`src/rtl/lcd_write_arbiter.sv`:
```
// lcd_write_arbiter: round-robin, frame-locked sharing of one LCD character-write port between two requesters
//
// Ports:
//   CLK, RST                  clock; asynchronous active-low reset
//   rX_valid/rX_ready         requester X beat handshake (ready is combinational, IDLE only)
//   rX_row/rX_col/rX_char     requester X beat payload
//   rX_last                   requester X last beat of frame
//   lcd_row/lcd_col/lcd_char  registered payload to LCD driver, stable from ISSUE through WAIT
//   lcd_we                    one-cycle write strobe (ISSUE state)
//   lcd_busy                  LCD driver busy
//   grant                     one-hot owner of the open frame, 2'b00 when none
//   timeout_err               sticky flag: a write waited BUSY_TIMEOUT cycles on lcd_busy
module lcd_write_arbiter #(
  parameter int unsigned GUARD_CYC    = 2,
  parameter logic [31:0] BUSY_TIMEOUT = 32'd1_000_000
) (
  input  logic       CLK,
  input  logic       RST,
  input  logic       r0_valid,
  output logic       r0_ready,
  input  logic       r0_row,
  input  logic [3:0] r0_col,
  input  logic [7:0] r0_char,
  input  logic       r0_last,
  input  logic       r1_valid,
  output logic       r1_ready,
  input  logic       r1_row,
  input  logic [3:0] r1_col,
  input  logic [7:0] r1_char,
  input  logic       r1_last,
  output logic       lcd_row,
  output logic [3:0] lcd_col,
  output logic [7:0] lcd_char,
  output logic       lcd_we,
  input  logic       lcd_busy,
  output logic [1:0] grant,
  output logic       timeout_err
);
  localparam logic [1:0] S_IDLE  = 2'd0;
  localparam logic [1:0] S_ISSUE = 2'd1;
  localparam logic [1:0] S_WAIT  = 2'd2;
  logic [1:0]  state_q, state_d;
  logic        row_q, row_d;
  logic [3:0]  col_q, col_d;
  logic [7:0]  char_q, char_d;
  logic [1:0]  grant_q, grant_d;
  logic        lock_q, lock_d;
  logic        prio_q, prio_d;
  logic [31:0] cnt_q, cnt_d;
  logic        tmo_q, tmo_d;
  logic        elig0, elig1, pick1, accept, guard_ok;
  // While a frame is locked, grant_q names the owner and only it may be picked.
  assign elig0    = r0_valid & (~lock_q | grant_q[0]);
  assign elig1    = r1_valid & (~lock_q | grant_q[1]);
  assign pick1    = elig1 & (~elig0 | prio_q);
  assign accept   = (state_q == S_IDLE) & ~lcd_busy & (elig0 | elig1);
  assign guard_ok = cnt_q >= 32'(GUARD_CYC);
  assign r0_ready = accept & ~pick1;
  assign r1_ready = accept & pick1;
  always_comb begin
    state_d = state_q;
    row_d   = row_q;
    col_d   = col_q;
    char_d  = char_q;
    grant_d = grant_q;
    lock_d  = lock_q;
    prio_d  = prio_q;
    cnt_d   = cnt_q;
    tmo_d   = tmo_q;
    if (state_q == S_IDLE) begin
      cnt_d = 32'd0;
      if (accept) begin
        state_d = S_ISSUE;
        row_d   = pick1 ? r1_row  : r0_row;
        col_d   = pick1 ? r1_col  : r0_col;
        char_d  = pick1 ? r1_char : r0_char;
        grant_d = pick1 ? 2'b10 : 2'b01;
        lock_d  = ~(pick1 ? r1_last : r0_last);
        prio_d  = (pick1 ? r1_last : r0_last) ? ~pick1 : prio_q;
      end
    end else if (state_q == S_ISSUE) begin
      state_d = S_WAIT;
      cnt_d   = 32'd1;
    end else if (guard_ok & ~lcd_busy) begin
      state_d = S_IDLE;
      cnt_d   = 32'd0;
      grant_d = lock_q ? grant_q : 2'b00;
    end else if (lcd_busy & (cnt_q >= BUSY_TIMEOUT)) begin
      // Abort the hung write: the beat is dropped and the frame is released.
      state_d = S_IDLE;
      cnt_d   = 32'd0;
      tmo_d   = 1'b1;
      lock_d  = 1'b0;
      grant_d = 2'b00;
    end else begin
      cnt_d = (cnt_q == '1) ? cnt_q : cnt_q + 32'd1;
    end
  end
  always_ff @(posedge CLK or negedge RST) begin
    if (!RST) begin
      state_q <= S_IDLE;
      row_q   <= 1'b0;
      col_q   <= 4'd0;
      char_q  <= 8'd0;
      grant_q <= 2'b00;
      lock_q  <= 1'b0;
      prio_q  <= 1'b0;
      cnt_q   <= 32'd0;
      tmo_q   <= 1'b0;
    end else begin
      state_q <= state_d;
      row_q   <= row_d;
      col_q   <= col_d;
      char_q  <= char_d;
      grant_q <= grant_d;
      lock_q  <= lock_d;
      prio_q  <= prio_d;
      cnt_q   <= cnt_d;
      tmo_q   <= tmo_d;
    end
  end
  assign lcd_we      = state_q == S_ISSUE;
  assign lcd_row     = row_q;
  assign lcd_col     = col_q;
  assign lcd_char    = char_q;
  assign grant       = grant_q;
  assign timeout_err = tmo_q;
endmodule

```
`config.mk`:
```
export PLATFORM = sky130hd
export DESIGN_NAME = lcd_write_arbiter
export DESIGN_NICKNAME = d
export VERILOG_FILES = /design/src/rtl/lcd_write_arbiter.sv
export SDC_FILE = /design/constraint.sdc
export NUM_CORES = 1
export LEC_CHECK = 0
export BUFFER_PORTS_ARGS = -buffer_cell sky130_fd_sc_hd__buf_2
export CORE_ASPECT_RATIO = 0.5
export CORE_MARGIN = 2
export CORE_UTILIZATION = 39
export DETAILED_ROUTE_END_ITERATION = 16
export SLEW_MARGIN = 20
export SYNTH_ARGS = -nofsm -noshare
export SYNTH_HDL_FRONTEND = slang
export SYNTH_SLANG_ARGS = --single-unit
```
`constraint.sdc`:
```
create_clock -name CLK -period 2.2 [get_ports CLK]
set_input_delay 0.33 -clock CLK [delete_from_list [all_inputs] [get_ports CLK]]
set_output_delay 0.33 -clock CLK [all_outputs]
set_load 0.01 [all_outputs]
```
==> impl_metrics.json <==
{
  "dp_cells": 429,
  "crit_required_ns": 1.87,
  "synth_warnings": 0,
  "fmax_ghz": 0.487,
  "end_kind": "output pin",
  "post_drt_wl_per_cell_um": 13.4,
  "synth_top_family_by_area": "simple AND/OR/NAND/NOR gates",
  "via_count": 2256,
  "routed_wl_mm": 5.85,
  "fin_crit_sh_pct": 93.3,
  "grt_pass1_wl_mm": 10.0,
  "via_per_inst": 5.16,
  "power_density_nw_per_um2": 921,
  "cpPeakStageDelay_ns": 0.42,
  "yosys.area.top_type_share_pct": 49.9,
  "ys_ff_latch": 52,
  "hold_viol": 0,
  "fp-row-count": 20,
  "synth_seq_area_share_pct": 49.9,
  "synthTopCellsByArea": "dfrtp_1 (50%), nand2_1 (6.2%), nor2_1 (4.5%), a31oi_1 (4.1%), xnor2_1 (3.7%)",
  "finalCriticalPeriod_ns": 2.05,
  "slew_headroom_pct": 57.7,
  "layout_commonest_cell": "dfrtp_1",
  "cts_buffers": 5,
  "clock_sinks": 52,
  "cpMaxStageDelayCell": "dfrtp_1",
  "antenna_found_initial": 0,
  "slew_violations": 0,
  "syn_area_um2": 2610,
  "grt_pass1_vias": 2154,
  "critPathKind": "reg -> out",
  "drive_gt1_share_pct": 24.4,
  "path_max_fanout": 7,
  "rsz0062_at_grt": "false",
  "ios": 52,
  "layout-area-overhead-vs-synth_pct": 22.4,
  "cts_buffer_depth": 2,
  "syn_avg_cell_area_um2": 9.32,
  "diodes": 0,
  "synth_top_area_cell": "dfrtp_1",
  "syn_inst": 280,
  "crit_arrival_ns": 1.72,
  "synth_edf_count": 0,
  "max-cap-violations": 0,
  "antenna_left": 0,
  "finalSetupViolCount": 0,
  "final_util_pct": 51.1,
  "core_area_um2": 6260,
  "initial_utilization_pct": 41.7,
  "yosys.area_share.simple_pct": 23.7,
  "cts.clk_slew.worst_paths_ns": 0.07,
  "power_mw": 2.94,
  "synth_compound_area_share_pct": 16.3,
  "dominantRegCellSynth": "dfrtp_1",
  "hp-class": "in -> async",
  "yosys.area_share.xor_xnor_pct": 3.69,
  "drcViolationCount": 0,
  "grt_usage_pct": 17.0,
  "status": "finished, final reports clean",
  "ctsResizeCount": 0,
  "vdd_drop_max_mv": 0.332,
  "placedInstanceArea_um2": 3040,
  "start_kind": "flip-flop",
  "timing.rr.start": "cnt_q[1]",
  "die_area_um2": 7400,
  "fp.dieH_um": 61.8,
  "power.leakage_nw": 1.39,
  "grt_overflow": 0,
  "cts_tree": "yes",
  "grt_max_degree": 53,
  "synth_adder_area_share_pct": 0.959,
  "final_cell_mix": "dfrtp_1 (52), buf_2 (51), nand2_1 (43)",
  "cts_setup_buffers": 0,
  "fin_nets": 383,
  "startpoint": "state_q[1]",
  "finClkSkew_ns": 0.00534,
  "layout.cells.non_filler": 437,
  "clockRootBuffer": "clkbuf_16",
  "drt_iter0_markers": 207,
  "crit_chain": "or2_2, a211oi_4, nand2_1, inv_1, buf_2",
  "synth.distinct_cells": 47,
  "hold_buffers": 0,
  "drtPass1Iterations": 5,
  "muxShareOfSynthArea_pct": 0.384,
  "hpwl_mm": 4.29,
  "fin_tns_setup_ns": 0,
  "routabilityCongestion": 0.811,
  "io_buffers": 51,
  "async_reset_ff_share_pct": 100,
  "die_w_um": 120,
  "fin_area_um2": 3190,
  "worstMarginPinSlew_ns": 0.634,
  "cts_htree_levels": 2,
  "clock_latency_ns": 0.29
}
final cells by class:
cell class              count  area (µm²)
multi-input cells         212        1240
repair buffers             62         338
flip-flops and latches     52        1300
fillers                   599        3060
clock buffers               5         125
inverters                  15        56.3
well taps                  88         110
clock inverters             3        25.0
metal layers:
layer / global-route usage [%] / vias to the layer above / part of all wire [%]
li1: - / 1121 / -
met1: 21.9 / 1049 / 49
met2: 30.6 / 77 / 43
met3: 3.83 / 9 / 6.5
met4: 3.53 / 0 / 1.2
met5: 0 / - / 0
where the power goes:
part	internal [mW]	total (mW)	switching, mW	leakage [nW]
Combinational	0.360	0.867	0.507	0.668
Clock	0.430	0.796	0.366	0.0708
Sequential	1.15	1.28	0.131	0.649
Total	1.94	2.94	1.00	1.39
metrics by stage:
step	setup slack [ns]	hold WS, ns
finish	0.147	0.134
global route	0.0450	0.213
CTS	0.0854	0.175
detailed placement	0.226	0.455
global placement	0.276	0.434
floorplan	0.196	0.0344
cell usage after synthesis, types with 2 or more instances:
library cell	number
and4_1	2
a21oi_2	2
a21oi_1	10
nor2_1	31
or4_1	2
a2111oi_0	2
buf_6	3
nor3_1	5
o211ai_1	3
o21ai_0	8
a22oi_1	2
nor4_1	5
dfrtp_1	52
or2_2	2
nand2_1	43
xnor2_1	11
buf_2	3
and3_1	4
a311oi_1	5
nand3_1	9
a211oi_1	5
and2_1	2
clkbuf_1	6
o31ai_1	2
inv_1	15
a31oi_1	17
nand2b_1	2
nand4_1	7
ha_1	2
final timing paths:
| path | end | slack, ns | cells after the start |
|---|---|---|---|
| min in group CLK | lcd_col[0] | 0.29 | 3 |
| max reg2reg | cnt_q[9] | 0.22 | 6 |
| max in group asynchronous | cnt_q[16] | 1.63 | 2 |
| min reg2reg | timeout_err | 0.47 | 1 |
| max | r1_ready | 0.15 | 5 |
| min | cnt_q[1] | 0.13 | 2 |
sequential cells by signal, indices dropped and copies added, names as in the netlist:
signal       count
lcd_row          1
cnt_q           32
timeout_err      1
lcd_col          4
lcd_char         8
grant            2
prio_q           1
lock_q           1
state_q          2
worst max-delay path, delay by kind of cell (launching register included):
kind                   cells  cell delay, ns
flip-flops                 1            0.42
buffers and inverters      2            0.21
AND/OR/NAND/NOR            2            0.47
AO/OA/AOI/OAI              1            0.33
cells by family (layout without fill, tap and decap cells):
| logic type | after synthesis | in the layout |
|---|---|---|
| flip-flops | 52 | 52 |
| other | 1 | 12 |
| buffers and inverters | 27 | 85 |
| AO/OA/AOI/OAI | 62 | 62 |
| XOR/XNOR | 11 | 11 |
| adder cells (fa/ha/maj) | 2 | 2 |
| AND/OR/NAND/NOR | 124 | 124 |
| multiplexers | 1 | 1 |
Power figures use the tool's default switching activity.
